[config.mk]
export PLATFORM = sky130hd
export DESIGN_NAME = icache_fetch_unit
export DESIGN_NICKNAME = d
export VERILOG_FILES = /design/src/rtl/icache_pkg.sv /design/src/rtl/icache_line_array.sv /design/src/rtl/icache_fetch_unit.sv
export SDC_FILE = /design/constraint.sdc
export NUM_CORES = 1
export LEC_CHECK = 0
export ABC_AREA = 1
export BUFFER_PORTS_ARGS = -buffer_cell sky130_fd_sc_hd__clkbuf_2
export CAP_MARGIN = 40
export CORE_AREA = 2 2 208 230
export DETAILED_ROUTE_END_ITERATION = 8
export DIE_AREA = 0 0 210 232
export PLACE_DENSITY_LB_ADDON = 0.05
export SLEW_MARGIN = 0
export SYNTH_ARGS = -nofsm -noshare
export SYNTH_HDL_FRONTEND = slang
export SYNTH_SLANG_ARGS = --single-unit
export TNS_END_PERCENT = 1
[constraint.sdc]
create_clock -name clk -period 2.6 [get_ports clk]
set_clock_uncertainty 0.1 [all_clocks]
set_input_delay 0.52 -clock clk [delete_from_list [all_inputs] [get_ports clk]]
set_output_delay 0.52 -clock clk [all_outputs]
set_load 0.01 [all_outputs]
[src/rtl/icache_pkg.sv]
// icache_pkg
//   Shared types and helpers for the instruction fetch unit.
//   - fetch_state_t : fetch controller states (LOOKUP, FILL)
//   - NOP           : instruction presented while hit is low
//   - calc_off_w / calc_idx_w / calc_tag_w : address field widths derived
//     from the cache geometry (16-bit word addresses)
package icache_pkg;

    typedef enum logic [0:0] {
        LOOKUP = 1'b0,
        FILL   = 1'b1
    } fetch_state_t;

    localparam logic [15:0] NOP = 16'h0000;

    function automatic int calc_off_w(input int words_per_line);
        return $clog2(words_per_line);
    endfunction

    function automatic int calc_idx_w(input int num_lines);
        return $clog2(num_lines);
    endfunction

    function automatic int calc_tag_w(input int num_lines, input int words_per_line);
        return 16 - $clog2(num_lines) - $clog2(words_per_line);
    endfunction

endpackage

[src/rtl/icache_line_array.sv]
// icache_line_array
//   Valid / tag / data storage of the direct-mapped instruction cache.
//   Ports:
//     clk, rst_n   : clock, asynchronous active-low reset (clears valid bits only)
//     index        : line selected for both read and write
//     rd_offset    : word within the line for the combinational read
//     rd_valid, rd_tag, rd_data : combinational read results
//     word_wr_en, wr_offset, wr_data : synchronous single-word write
//     tag_wr_en, wr_tag : synchronous tag write, also sets the line valid
//     inval_en     : synchronous clear of the selected line's valid bit
//   The read port is combinational so that hit can be resolved in the same
//   cycle the PC is presented.
module icache_line_array
    import icache_pkg::*;
#(
    parameter int NUM_LINES      = 8,
    parameter int WORDS_PER_LINE = 4,
    localparam int OFF_W = calc_off_w(WORDS_PER_LINE),
    localparam int IDX_W = calc_idx_w(NUM_LINES),
    localparam int TAG_W = calc_tag_w(NUM_LINES, WORDS_PER_LINE)
)
(
    input  logic             clk,
    input  logic             rst_n,
    input  logic [IDX_W-1:0] index,
    input  logic [OFF_W-1:0] rd_offset,
    output logic             rd_valid,
    output logic [TAG_W-1:0] rd_tag,
    output logic [15:0]      rd_data,
    input  logic             word_wr_en,
    input  logic [OFF_W-1:0] wr_offset,
    input  logic [15:0]      wr_data,
    input  logic             tag_wr_en,
    input  logic [TAG_W-1:0] wr_tag,
    input  logic             inval_en
);

    logic [15:0]          data_mem [NUM_LINES*WORDS_PER_LINE];
    logic [TAG_W-1:0]     tag_mem  [NUM_LINES];
    logic [NUM_LINES-1:0] valid_reg;

    // Tag and data contents are meaningless until valid is set, so they
    // carry no reset.
    always_ff @(posedge clk) begin
        if (word_wr_en) begin
            data_mem[{index, wr_offset}] <= wr_data;
        end
        if (tag_wr_en) begin
            tag_mem[index] <= wr_tag;
        end
    end

    generate
        for (genvar gi = 0; gi < NUM_LINES; gi++) begin : g_valid
            always_ff @(posedge clk or negedge rst_n) begin
                if (!rst_n) begin
                    valid_reg[gi] <= 1'b0;
                end else if (index == IDX_W'(gi)) begin
                    if (tag_wr_en) begin
                        valid_reg[gi] <= 1'b1;
                    end else if (inval_en) begin
                        valid_reg[gi] <= 1'b0;
                    end
                end
            end
        end
    endgenerate

    assign rd_valid = valid_reg[index];
    assign rd_tag   = tag_mem[index];
    assign rd_data  = data_mem[{index, rd_offset}];

endmodule

[src/rtl/icache_fetch_unit.sv]
// icache_fetch_unit
//   Instruction-supply stage: PC register plus a direct-mapped instruction
//   cache refilled one word at a time from a slow instruction memory.
//   Ports:
//     clk, rst_n     : clock, asynchronous active-low reset
//     pc_src         : take-branch request (sampled only when hit=1)
//     branch_target  : branch target word address
//     instr_out      : fetched instruction, NOP when hit=0
//     hit            : instr_out valid; downstream pipeline advance enable
//     pc_plus1_out   : PC+1 (modulo 2^16)
//     mem_req, mem_addr : line-fill word request and its word address
//     mem_ack, mem_rdata: request accepted with data this cycle
module icache_fetch_unit
    import icache_pkg::*;
#(
    parameter int          NUM_LINES      = 8,
    parameter int          WORDS_PER_LINE = 4,
    parameter logic [15:0] RESET_PC       = 16'h0000
)
(
    input  logic        clk,
    input  logic        rst_n,
    input  logic        pc_src,
    input  logic [15:0] branch_target,
    output logic [15:0] instr_out,
    output logic        hit,
    output logic [15:0] pc_plus1_out,
    output logic        mem_req,
    output logic [15:0] mem_addr,
    input  logic        mem_ack,
    input  logic [15:0] mem_rdata
);

    localparam int OFF_W = calc_off_w(WORDS_PER_LINE);
    localparam int IDX_W = calc_idx_w(NUM_LINES);
    localparam int TAG_W = calc_tag_w(NUM_LINES, WORDS_PER_LINE);
    localparam logic [OFF_W-1:0] LAST_WORD = OFF_W'(WORDS_PER_LINE - 1);

    fetch_state_t     state_reg;
    logic [15:0]      pc_reg;
    logic [OFF_W-1:0] cnt_reg;

    logic [OFF_W-1:0] pc_offset;
    logic [IDX_W-1:0] pc_index;
    logic [TAG_W-1:0] pc_tag;

    logic             rd_valid;
    logic [TAG_W-1:0] rd_tag;
    logic [15:0]      rd_data;

    logic             lookup_hit;
    logic             fill_ack;
    logic             fill_last;
    logic             miss_start;

    assign pc_offset = pc_reg[OFF_W-1:0];
    assign pc_index  = pc_reg[OFF_W+IDX_W-1:OFF_W];
    assign pc_tag    = pc_reg[15:OFF_W+IDX_W];

    assign lookup_hit = (state_reg == LOOKUP) && rd_valid && (rd_tag == pc_tag);
    assign miss_start = (state_reg == LOOKUP) && !lookup_hit;
    assign fill_ack   = (state_reg == FILL) && mem_ack;
    assign fill_last  = fill_ack && (cnt_reg == LAST_WORD);

    icache_line_array #(
        .NUM_LINES      (NUM_LINES),
        .WORDS_PER_LINE (WORDS_PER_LINE)
    ) u_line_array (
        .clk        (clk),
        .rst_n      (rst_n),
        .index      (pc_index),
        .rd_offset  (pc_offset),
        .rd_valid   (rd_valid),
        .rd_tag     (rd_tag),
        .rd_data    (rd_data),
        .word_wr_en (fill_ack),
        .wr_offset  (cnt_reg),
        .wr_data    (mem_rdata),
        .tag_wr_en  (fill_last),
        .wr_tag     (pc_tag),
        .inval_en   (miss_start)
    );

    // PC is frozen for the whole refill; the line being filled is always the
    // one addressed by the current PC.
    always_ff @(posedge clk or negedge rst_n) begin
        if (!rst_n) begin
            state_reg <= LOOKUP;
            pc_reg    <= RESET_PC;
            cnt_reg   <= '0;
        end else begin
            case (state_reg)
                LOOKUP: begin
                    if (lookup_hit) begin
                        pc_reg <= pc_src ? branch_target : pc_reg + 16'd1;
                    end else begin
                        state_reg <= FILL;
                        cnt_reg   <= '0;
                    end
                end
                FILL: begin
                    if (mem_ack) begin
                        // Counter wraps to zero on the last word.
                        cnt_reg <= cnt_reg + 1'b1;
                        if (cnt_reg == LAST_WORD) begin
                            state_reg <= LOOKUP;
                        end
                    end
                end
                default: state_reg <= LOOKUP;
            endcase
        end
    end

    // mem_req is a straight decode of the state register, so it falls as
    // soon as rst_n asserts.
    assign mem_req      = (state_reg == FILL);
    assign mem_addr     = {pc_reg[15:OFF_W], cnt_reg};
    assign hit          = lookup_hit;
    assign instr_out    = lookup_hit ? rd_data : NOP;
    assign pc_plus1_out = pc_reg + 16'd1;

endmodule

==> reports/results.txt <==
share of flip-flops with an asynchronous set or reset = 4.31%
number of flops mapped to enable cells by yosys = 600
worst min-delay path category = input port to register
synthesis-to-layout area growth = 22.8%
# DRC = 0
critical path arrival = 2.83 ns
DRT Pass-1 Iters = 6
syn avg cell area = 12.2 µm²
Util after Layout = 68.2%
failing checks = setup timing
MaxCap Viol Count = 0
register area share after synthesis = 72.6%
Pins Over Slew Limit = 0
IO Port Bufs = 85
fin crit share = 133%
post-DP HPWL = 43900 µm
Final GP Congestion = 0.916
Clk Latency, worst-skew pair = 0.63 ns
DP Worst Slack = -0.311 ns
total I/O pin count = 86
Hold Violations, Final = 0
DIE HEIGHT = 232 µm
TNS Setup = -18.99 ns
post-route ant nets = 0
Crit Path Max Fanout = 5
CTS sink count = 627
Via-to-Cell Ratio = 5.92
Post-Place Cells = 2876
P_leak = 11.7 nW
worst hold slack = 0.0590 ns
most frequent cells in the layout = 666 x nand2_1, 600 x edfxtp_1, 199 x a21oi_1
grt ovf = 0
WP data required = 1.98 ns
Tot GR Track Use = 29.1%
Detailed Route Iter0 Violations = 1767
Routed wire per std cell = 23.4 µm
class of the most critical setup path = register to output port
synthesis warning total = 0
ant diodes = 0
worst vdd ir = 712 µV
Final Setup Violations = 40
Worst-Margin Slew = 0.806 ns
Critical Path Source Type = register
Synth cell types = 35
Main synth FF type = edfxtp_1
vias in the first global route = 17300
CP max stage delay = 0.51 ns
CTS tree = done
total CTS buffers = 60
power density over the cells = 835 mW/mm²
worst rel slew slack = 46.3%
clock-pin slew on the worst setup and hold paths = 0.07 ns
max reg flops = 512
Slowest cell on crit path = dfrtp_2
Post-Syn Area = 0.0258 mm²
post-route minimum period = 3.45 ns
fill count = 3298
syn_nets = 2145
clock root buffer = clkbuf_16
final worst slack = -0.849 ns
# H-tree levels = 2
status = finished, violations left
clk buf depth = 3
die area = 0.0487 mm²
share of layout cells above drive strength 1 = 22.2%
Crit. End Element = output port
final wirelength = 70300 µm
Max Fclk = 290 MHz
initial antenna violation count = 0
synthesized flop and latch total = 627
core area = 0.0464 mm²
FP Rows = 83
final std cells w/o fill = 3009
pin count of the biggest net entering global routing = 45
initial cell density of the core = 55.5%
crit-path cells = buf_6 > nor2_4 > buf_6 > buf_4 > buf_4 > inv_1 > buf_4 > o22ai_1 > o21ai_0 > nand2_1 > nor2_4 > buf_6
Vias = 17800
first-pass GRT wire length = 105000 µm
commonest non-fill, non-tap cell in the layout = nand2_1
cell count after synthesis = 2104
Die X = 210 µm
Post-layout nets = 2405
RSZ-0062 raised after global routing = yes
-- path summary, 6_finish.rpt --
path / start / endpoint / slack [ns] / depth (start not counted)
min in group asynchronous: rst_n / pc_reg[10] / 0.41 / 2
worst min-delay path: mem_ack / cnt_reg[0] / 0.06 / 3
worst min register to register: u_line_array.valid_reg[1] / u_line_array.valid_reg[1] / 0.37 / 2
worst max register to register: pc_reg[2] / u_line_array.valid_reg[1] / -0.05 / 17
worst max-delay path: pc_reg[2] / instr_out[8] / -0.85 / 12
max in group asynchronous: rst_n / pc_reg[0] / 1.39 / 2
-- power by group --
group / switching [W] / total [W] / internal, W
Sequential: 0.000181 / 0.0117 / 0.0115
Combinational: 0.00342 / 0.00559 / 0.00217
Clock: 0.00381 / 0.00915 / 0.00534
-- layout make-up --
cell class,count,area [µm²],area share [%]
clock buffer,67,1530,4.83
sequential,627,18700,59.1
clock inverter,45,552,1.74
timing repair buffer,341,3240,10.2
tap,595,744,2.35
multi-input combinational,1284,6660,21.0
inverter,50,215,0.680
-- repair_timing --
item,in CTS,in global routing
pin swaps,8,24
buffers inserted,14,2
gates resized for setup,54,108
hold buffers,1,0
setup endpoints to repair,41,141
endpoints found under the hold margin,27,0
cloned,3,2
-- metrics by stage --
stage               total power, W  area (µm²)
floorplan                   0.0145       25800
global placement            0.0169       28700
detailed placement          0.0170       28700
CTS                         0.0263       31200
global route                0.0274       31600
finish                      0.0264       31600
-- cells in the mapped netlist, drive strengths merged (6+ instances only) --
library cell | count | area, µm²
a22oi | 33 | 248
xor2 | 12 | 105
nor2 | 96 | 363
nor3 | 7 | 40.0
a41oi | 8 | 70.1
nand2 | 681 | 2560
buf | 47 | 295
inv | 47 | 176
clkbuf | 96 | 360
o21ai | 42 | 210
o2111ai | 7 | 61.3
edfxtp | 600 | 18000
a21oi | 200 | 1000
o22ai | 9 | 56.3
nand4 | 6 | 37.5
dfrtp | 27 | 676
a22o | 26 | 228
a32o | 60 | 601
nand3 | 62 | 310
a32oi | 7 | 61.3
o31ai | 7 | 52.6
mux2i | 13 | 130
-- routing by layer --
layer | routed length [µm] | track usage [%]
met1 | 28400 | 38.2
met2 | 34600 | 49.4
met3 | 4500 | 4.26
met4 | 2860 | 11.4
met5 | 0 | 0
-- critical path: cells and delay by family (launching register included) --
family                 cells  cell delay, ns
and+or+nand+nor            3            0.42
AOI/OAI and AO/OA          2            0.31
DFF                        1            0.51
buffers and inverters      7            0.94
-- logic make-up (layout without fill, tap and decap cells) --
| group | count (synthesis) | after routing | synth area share (%) |
|---|---|---|---|
| DFF | 627 | 627 | 72.6 |
| xor gates and xnor gates | 12 | 12 | 0.408 |
| muxes | 13 | 13 | 0.505 |
| AOI/OAI and AO/OA | 400 | 400 | 10.1 |
| and+or+nand+nor | 854 | 854 | 12.9 |
| buffers and inverters | 193 | 503 | 3.27 |
| adders and majority gates | 5 | 5 | 0.243 |
No activity file was read; power rests on OpenSTA's default activity.
